**src/rtl/display_bcd_ctrl.sv**
```systemverilog
`default_nettype none
// ============================================================================
// Module      : display_bcd_ctrl
// Description : Converts one binary word per handshake to BCD with the
//               shift-add-3 method, then drives NDIG 7-segment decoders
//               (BCD code, blank and minus-sign per digit) with leading-zero
//               blanking, a minus sign left of the top digit and overflow
//               indication. Optional blinking is enabled by defining
//               DISP_BLINK_EN, which adds the blink_on input and BLINK_DIV.
// Revision    : 1.0 - initial release
// ============================================================================
module display_bcd_ctrl #(
    parameter int W         = 8,
    parameter int NDIG      = 4
`ifdef DISP_BLINK_EN
    ,
    parameter int BLINK_DIV = 25
`endif
) (
    input  logic                clk,
    input  logic                rst_n,
`ifdef DISP_BLINK_EN
    input  logic                blink_on,
`endif
    input  logic                in_valid,
    output logic                in_ready,
    input  logic [W-1:0]        in_data,
    input  logic                in_signed,
    output logic [4*NDIG-1:0]   dig_bcd,
    output logic [NDIG-1:0]     dig_blank,
    output logic [NDIG-1:0]     dig_sign,
    output logic                busy,
    output logic                ovf
);

    localparam int BCD_W = 4 * NDIG;
    localparam int CNT_W = $clog2(W);

    typedef enum logic [1:0] {
        S_IDLE = 2'd0,
        S_ABS  = 2'd1,
        S_CONV = 2'd2,
        S_LOAD = 2'd3
    } state_t;

    state_t             state;
    state_t             state_next;

    logic [W-1:0]       word;
    logic               word_signed;
    logic               neg;
    logic [W-1:0]       mag;
    logic [BCD_W-1:0]   bcd;
    logic               lost;
    logic [CNT_W-1:0]   cnt;

    logic [BCD_W-1:0]   bcd_adj;
    logic [BCD_W-1:0]   bcd_shift;
    logic [W-1:0]       mag_shift;
    logic               carry_out;

    logic [BCD_W-1:0]   load_bcd;
    logic [NDIG-1:0]    load_blank;
    logic [NDIG-1:0]    load_sign;
    logic               load_ovf;
    logic [NDIG-1:0]    blank_q;

    // State register
    always_ff @(posedge clk) begin
        if (!rst_n) begin
            state <= S_IDLE;
        end else begin
            state <= state_next;
        end
    end

    // Next-state logic: IDLE -> ABS -> CONV (W cycles) -> LOAD -> IDLE
    always_comb begin
        state_next = state;
        case (state)
            S_IDLE:  if (in_valid && in_ready) state_next = S_ABS;
            S_ABS:   state_next = S_CONV;
            S_CONV:  if (cnt == CNT_W'(W - 1)) state_next = S_LOAD;
            S_LOAD:  state_next = S_IDLE;
            default: state_next = S_IDLE;
        endcase
    end

    // Registered handshake flags, derived from the upcoming state
    always_ff @(posedge clk) begin
        if (!rst_n) begin
            in_ready <= 1'b1;
            busy     <= 1'b0;
        end else begin
            in_ready <= (state_next == S_IDLE);
            busy     <= (state_next != S_IDLE);
        end
    end

    // One shift-add-3 step; a 1 leaving the top nibble means the value
    // needs more digits than the accumulator holds
    always_comb begin
        bcd_adj = bcd;
        for (int k = 0; k < NDIG; k++) begin
            if (bcd[4*k +: 4] >= 4'd5) begin
                bcd_adj[4*k +: 4] = bcd[4*k +: 4] + 4'd3;
            end
        end
        bcd_shift = {bcd_adj[BCD_W-2:0], mag[W-1]};
        mag_shift = {mag[W-2:0], 1'b0};
        carry_out = bcd_adj[BCD_W-1];
    end

    // Conversion datapath: capture, magnitude, then W shift steps
    always_ff @(posedge clk) begin
        if (!rst_n) begin
            word        <= '0;
            word_signed <= 1'b0;
            neg         <= 1'b0;
            mag         <= '0;
            bcd         <= '0;
            lost        <= 1'b0;
            cnt         <= '0;
        end else begin
            case (state)
                S_IDLE: begin
                    if (in_valid && in_ready) begin
                        word        <= in_data;
                        word_signed <= in_signed;
                    end
                end
                S_ABS: begin
                    // -2^(W-1) negates to itself, which reads correctly as unsigned
                    neg  <= word_signed & word[W-1];
                    mag  <= (word_signed && word[W-1]) ? -word : word;
                    bcd  <= '0;
                    lost <= 1'b0;
                    cnt  <= '0;
                end
                S_CONV: begin
                    bcd  <= bcd_shift;
                    mag  <= mag_shift;
                    lost <= lost | carry_out;
                    cnt  <= cnt + 1'b1;
                end
                default: ;
            endcase
        end
    end

    // Display composition: digit count, sign placement and overflow
    always_comb begin
        int  n;
        logic fits;
        n          = 1;
        load_bcd   = '0;
        load_blank = '0;
        load_sign  = '0;
        load_ovf   = 1'b0;
        for (int k = 0; k < NDIG; k++) begin
            if (bcd[4*k +: 4] != 4'd0) n = k + 1;
        end
        fits = !lost && ((n + (neg ? 1 : 0)) <= NDIG);
        if (fits) begin
            for (int k = 0; k < NDIG; k++) begin
                if (k < n) begin
                    load_bcd[4*k +: 4] = bcd[4*k +: 4];
                end else if (neg && (k == n)) begin
                    load_sign[k] = 1'b1;
                end else begin
                    load_blank[k] = 1'b1;
                end
            end
        end else begin
            load_sign = '1;
            load_ovf  = 1'b1;
        end
    end

    // Output registers change only in LOAD, so no partial value is shown
    always_ff @(posedge clk) begin
        if (!rst_n) begin
            dig_bcd  <= '0;
            blank_q  <= '1;
            dig_sign <= '0;
            ovf      <= 1'b0;
        end else if (state == S_LOAD) begin
            dig_bcd  <= load_bcd;
            blank_q  <= load_blank;
            dig_sign <= load_sign;
            ovf      <= load_ovf;
        end
    end

`ifdef DISP_BLINK_EN
    localparam int BLINK_CW = (BLINK_DIV > 1) ? $clog2(BLINK_DIV) : 1;

    logic [BLINK_CW-1:0] blink_cnt;
    logic                blink_phase;

    // Free-running blink timer; phase 1 is the dark half-period
    always_ff @(posedge clk) begin
        if (!rst_n) begin
            blink_cnt   <= '0;
            blink_phase <= 1'b0;
        end else if (blink_cnt == BLINK_CW'(BLINK_DIV - 1)) begin
            blink_cnt   <= '0;
            blink_phase <= ~blink_phase;
        end else begin
            blink_cnt   <= blink_cnt + 1'b1;
        end
    end

    assign dig_blank = blank_q | {NDIG{blink_on & blink_phase}};
`else
    assign dig_blank = blank_q;
`endif

endmodule
`default_nettype wire
```
**config.mk**
```make
export PLATFORM = sky130hd
export DESIGN_NAME = display_bcd_ctrl
export DESIGN_NICKNAME = d
export VERILOG_FILES = /design/src/rtl/display_bcd_ctrl.sv
export SDC_FILE = /design/constraint.sdc
export NUM_CORES = 1
export LEC_CHECK = 0
export CORE_MARGIN = 8
export CORE_UTILIZATION = 25
export CTS_CLUSTER_SIZE = 25
export DETAILED_ROUTE_END_ITERATION = 16
export DONT_BUFFER_PORTS = 1
export PLACE_DENSITY = 0.43
export SLEW_MARGIN = 20
export SYNTH_ARGS = -nofsm -noshare
export SYNTH_HDL_FRONTEND = slang
export SYNTH_SLANG_ARGS = --single-unit
```
**constraint.sdc**
```tcl
create_clock -name clk -period 2.2 [get_ports clk]
set_input_delay 0.55 -clock clk [delete_from_list [all_inputs] [get_ports clk]]
set_output_delay 0.55 -clock clk [all_outputs]
set_load 0.01 [all_outputs]
```
# Yosys cells after proc, flatten, opt, wreduce, memory -nomap -nowiden

Index checks and enable logic that the tools add are counted.

Add/subtract/negate cells: 7
$lt $le $gt $ge: 9
Eq/ne operators: 7
Mux-type cells: 40
Bitwise logic cells: 2
Reductions and logical operators: 17

Operators with widths:

| operator                                                    | number |
|---|---|
| equality test 3 x 32 -> 1 bit (first input constant)        | 2 |
| less-than comparator 3 x 32 -> 1 bit (first input constant) | 2 |
| two-way mux 32 bit                                          | 2 |
| two-way mux 4 bit                                           | 10 |
| adder 32 x 2 -> 32 bit                                      | 1 |
| equality test 2 x 32 -> 1 bit (first input constant)        | 1 |
| <= comparator 32 x 4 -> 1 bit (second input constant)       | 1 |
| logical NOT 32 bit                                          | 1 |
| less-than comparator 1 x 32 -> 1 bit (first input constant) | 1 |
| less-than comparator 2 x 32 -> 1 bit (first input constant) | 1 |
| case mux 16 bit (2 select lines)                            | 1 |
| two-way mux 1 bit                                           | 18 |
| adder 4 x 2 -> 4 bit (second input constant)                | 4 |
| >= comparator 4 x 3 -> 1 bit (second input constant)        | 4 |
| two-way mux 16 bit                                          | 1 |
| case mux 8 bit (2 select lines)                             | 1 |
| nonzero test 4 bit                                          | 3 |
| two-way mux 8 bit                                           | 1 |
| negator 8 bit                                               | 1 |
| case mux 2 bit (4 select lines)                             | 1 |
| logical AND 1 bit                                           | 7 |
| two-way mux 2 bit                                           | 3 |
| case mux 3 bit (2 select lines)                             | 1 |
| equality test 2 bit (second input constant)                 | 2 |
| other kinds (10)                                            | 12 |

Register bits after elaboration: 67
Output and inout bits: 27

# Logic depth before layout (Yosys ltp)

Word-level depth: 9
Depth in mapped cells: 8

# Worst setup path before layout

No wires, ideal clock.

Path type: reg2reg
Start point: reg state[0]
End point: reg bcd[10]
Setup time: 0.129 ns
Data arrival time: 1.463 ns
Setup slack: 0.608 ns
Stages on the path, launching flop included: 8
Path buffers: 2
Period minus slack after synthesis: 1.592 ns
Cell sequence: dfxtp_1 > inv_1 > ha_1 > and2_1 > clkbuf_1 > nand2_1 > clkbuf_1 > o21ai_0

Cells in the longest elaborated chain, start to end: 2

Ends and longest elaborated chain:

| element                                                                       | line | text |
|---|---|---|
| from (decl)                                                                   | 46   | `state_t state;` |
| from (signal assigned)                                                        | 73   | `state <= state_next;` |
| equality test 2 bit / equality test 2 x 1 -> 1 bit (equally long branches)    | 125  | `case (state)` |
| case mux 16 bit (2 select lines) / nonzero test 2 bit (equally long branches) | --   |  |
| to (signal assigned)                                                          | 141  | `bcd <= bcd_shift;` |
| to (decl)                                                                     | 53   | `logic [BCD_W-1:0] bcd;` |

Several ways; a longest one is shown, not always the timed one.
A chain may end at the register's enable or synchronous reset.

# Worst setup path in the final report

Start point: reg bcd[12]
End point: reg dig_bcd[5]

Cells in the longest elaborated chain, start to end: 6

Ends and longest elaborated chain:

| element                       | line | text |
|---|---|---|
| nonzero test 4 bit (*)        | 161  | `if (bcd[4*k +: 4] != 4'd0) n = k + 1;` |
| two-way mux 32 bit (*)        | 161  |  |
| adder 32 x 2 -> 32 bit        | 163  | `fits = !lost && ((n + (neg ? 1 : 0)) <= NDIG);` |
| <= comparator 32 x 4 -> 1 bit | 163  |  |
| logical AND 1 bit             | 163  |  |
| two-way mux 16 bit (*)        | 164  | `if (fits) begin` |
| to (signal assigned)          | 188  | `dig_bcd <= load_bcd;` |
| to (decl)                     | 29   | `output logic [4*NDIG-1:0] dig_bcd,` |

Every way passes the cells marked *; elsewhere a longest branch is shown, timed or not.

==> metrics <==
worst hold slack=311.4 ps; met1 capacity usage during global routing=11.21%; Num Clock Sinks=67; number of DRC markers after the initial detailed-route iteration=99; CP Data Required Time=2420 ps; fin. max-slew vios=0; number of H-tree branching levels=3; Critical R2R Launch=bcd[12]$_SDFFE_PN0P_; final standard cell count with taps included and fillers excluded=540; number of post-CTS setup repair buffers=0; hold violation count in the final report=0; Max rail drop VDD=0.3714 mV; number of cells upsized or downsized after cts=0; number of inserted diodes=0; PwrDens=a little over 900 nW/µm²; outcome=finished, final reports clean; global-route total usage across every layer=9.367%; max-capacitance violation count=0; I/O pin count=39; Synth async-reset ratio=0%; combined area of all synthesized cells=3172 µm²; final period demand of the worst path=1786 ps; area of all sequential standard cells=1341 µm²; sequential fraction of the synthesis area=42.29%; Initial Utilization=roughly a quarter; total power after layout=0.003384 W; Synth area leaders=sky130_fd_sc_hd__dfxtp_1 (42%), sky130_fd_sc_hd__ha_1 (6.3%), sky130_fd_sc_hd__nand2_1 (5.4%); cells after synthesis=around 360; delay of the slowest critical-path stage=350 ps; highest clock rate=between 500 and 600 MHz; DR vias/cell=4.467; minimum setup slack after placement=398.7 ps; normalized max-slew margin=75.69%; GRT busiest layer=met2; synthesized area per cell=8.762 µm²; met3 global-route usage=3.144%; proportion of total power due to net switching=between 20 and 30%; slew at the pin closest to its max-slew limit=361.9 ps; setup-violating endpoint count in the final report=0; Setup crit end kind=register; Port Buffer Count=0; Pleak=around 1.3 nW; CP delay by family, top=simple AND/OR/NAND/NOR gates; vias in the first global route=roughly 2400; commonest register cell after synthesis=sky130_fd_sc_hd__dfxtp_1; number of warning messages in the yosys log=0; leading cell types by count after synthesis=sky130_fd_sc_hd__dfxtp_1 (67), sky130_fd_sc_hd__nand2_1 (46), sky130_fd_sc_hd__o21ai_0 (23); sort of element at the start of the critical path=register; largest fanout of any net on the critical path=5; Post-synth EDFFs=0; Period Utilization, post-route=roughly four fifths; core footprint=12520 µm²; wire length of the first global-routing pass=approximately 12 mm; final worst-path setup slack=414.4 ps; DP Cell Count=524; number of placement rows=41; Post-Syn Nets=390; Slowest-stage cell, CP=sky130_fd_sc_hd__dfxtp_1; terminus of the critical flop-to-flop path=dig_bcd[5]$_SDFFE_PN0N_; Clock Pin Slew Worst Setup and Hold Paths=roughly 50 ps; Die Footprint=about 17000 µm²; root buffer selected by CTS=sky130_fd_sc_hd__clkbuf_16; part of the total power dissipated in combinational logic=17.3%; power share of the sequential group=41.6%; final HPWL from detailed placement=5.105 mm; Remaining Overflow, GRT=0; number of remaining DRC errors=0; final setup TNS=0 ps; Die Span Y=128.6 µm; path class of the lowest-slack min-delay path=in2reg; setup slack of the worst register-to-register path=around 410 ps; routed via count=2412; cts bufs inserted=9; WL/cell=13.44 µm; fraction of final layout cells sized beyond drive strength 1=11.14%; Max Clock Skew=3.518 ps; Die X=128.6 µm; data arrival time of the critical path=2010 ps; cell type with the highest aggregate area in the netlist=sky130_fd_sc_hd__dfxtp_1; Hold Path Stages=1; reg2reg path depth=6; category of the critical setup timing path=reg2reg; RD Place Congestion=~0.74; flop and latch count out of synthesis=67; cells along the critical path=inv_1 -> ha_1 -> nor3b_2 -> nand4_1 -> and3_1 -> a22o_1; Hold Crit Endpoint=dig_blank[2]$_SDFFE_PN1N_; fraction of post-synthesis cell area in the top cell type by area=about 42%; CTS Hold Bufs=0; detailed-routing iteration count for the pre-antenna-repair pass=4; NetSw=0.0009580 W; buffer levels on the longest clock path=2; clock insertion delay at the later pin of the skew report=roughly 330 ps; synthesis-to-finish area growth=15.50%; final wirelength=7.256 mm; largest net degree at the start of global routing=70; Buf+Inv Stages, Crit Path=1; Hold Startpoint=rst_n; CTS tree=yes; clock group share of total power=41.1%; area occupied by multi-input gates=1672 µm²; unrepaired setup endpoints after global routing=no; depth of the critical timing path with buffers and inverters included=6; cell-internal power=0.002426 W; number of inserted filler cells in the final layout=1353; initial antenna violation count=0; number of nets in the final layout=391; met2 routing resource usage after global routing=14.98%; leading cell type by number of instances after synthesis=sky130_fd_sc_hd__dfxtp_1; antenna violation net count after detailed routing=0; Cell variety after synth=45
cells by family (layout without fill, tap and decap cells):
family	after synthesis	after routing	synth area share (%)
adders and majority gates	16	16	6.312
buffers and inverters	40	46	5.010
AOI/OAI and AO/OA	92	92	19.72
xor gates and xnor gates	11	11	3.038
and+or+nand+nor	131	131	21.89
DFF	67	67	42.29
muxes	5	5	1.736
cell usage in the layout, fill, tap and decap left out, types with 2 or more instances in the layout:
cell type and n:
sky130_fd_sc_hd__xor2_1 2, sky130_fd_sc_hd__o21ai_1 2, sky130_fd_sc_hd__a21boi_0 10, sky130_fd_sc_hd__clkbuf_1 2, sky130_fd_sc_hd__buf_4 8, sky130_fd_sc_hd__clkbuf_16 9, sky130_fd_sc_hd__a21oi_1 16, sky130_fd_sc_hd__nand3b_1 16
sky130_fd_sc_hd__nor2_1 12, sky130_fd_sc_hd__ha_1 16, sky130_fd_sc_hd__o211ai_1 3, sky130_fd_sc_hd__nand2b_1 10, sky130_fd_sc_hd__mux2_2 4, sky130_fd_sc_hd__dfxtp_1 67, sky130_fd_sc_hd__xnor2_1 9, sky130_fd_sc_hd__nor2b_1 19
sky130_fd_sc_hd__and2_1 5, sky130_fd_sc_hd__inv_1 22, sky130_fd_sc_hd__nand2_1 46, sky130_fd_sc_hd__o21ai_2 10, sky130_fd_sc_hd__a22o_1 2, sky130_fd_sc_hd__nor3_1 3, sky130_fd_sc_hd__o31ai_1 7, sky130_fd_sc_hd__clkbuf_8 4
sky130_fd_sc_hd__nand4_1 3, sky130_fd_sc_hd__nand3_1 9, sky130_fd_sc_hd__a32oi_1 4, sky130_fd_sc_hd__o21ai_0 23, sky130_fd_sc_hd__a31oi_1 3, sky130_fd_sc_hd__o311ai_0 2, sky130_fd_sc_hd__and3_1 3, sky130_fd_sc_hd__nor3b_1 3
per-stage QoR:
stage | area, µm² | util [%]
2_1_floorplan | 3172 | -
3_3_place_gp | 3371 | 26.93
3_5_place_dp | 3371 | 26.93
4_1_cts | 3664 | 29.27
5_1_grt | 3664 | 29.27
6_report | 3664 | 29.27
worst max path at each step:
stage	from	end
floorplan	state[0]$_SDFF_PN0_	bcd[10]$_SDFFE_PN0P_
detailed placement	bcd[12]$_SDFFE_PN0P_	dig_bcd[4]$_SDFFE_PN0N_
global placement	bcd[12]$_SDFFE_PN0P_	dig_bcd[4]$_SDFFE_PN0N_
global route	bcd[12]$_SDFFE_PN0P_	dig_bcd[5]$_SDFFE_PN0N_
CTS	bcd[12]$_SDFFE_PN0P_	dig_bcd[5]$_SDFFE_PN0N_
finish	bcd[12]$_SDFFE_PN0P_	dig_bcd[5]$_SDFFE_PN0N_
flip-flops by register name, summed over array words and instances (netlist names), 2 cells and up:
signal	cells
bcd	16
cnt	3
dig_bcd	16
dig_blank	4
dig_sign	4
mag	8
state	2
word	8
metal layers:
layer	routed length, µm	share of wire, %	vias to the layer above
met2	3371	46	29
met3	351	4.8	8
met4	110	1.5	0
met5	0	0	-
met1	3423	47	1122
li1	-	-	1253
power groups by stage:
stage / registers [W] / clock network, W / logic (W)
floorplan: 0.00141 / 0 / 0.000454
global placement: 0.00143 / 0 / 0.000593
detailed placement: 0.00144 / 0 / 0.000596
CTS: 0.00141 / 0.00144 / 0.000600
global route: 0.00142 / 0.00151 / 0.000670
finish: 0.00141 / 0.00139 / 0.000584
area by class of cell:
type | instances | share of cell area [%]
Timing Repair Buffer | 8 | 1.639
Inverter | 22 | 2.254
Clock buffer | 15 | 7.855
Clock inverter | 1 | 0.1366
Multi-Input combinational cell | 255 | 45.63
Sequential cell | 67 | 36.61
Tap cell | 172 | 5.874
(Power assumes the default switching activity.)
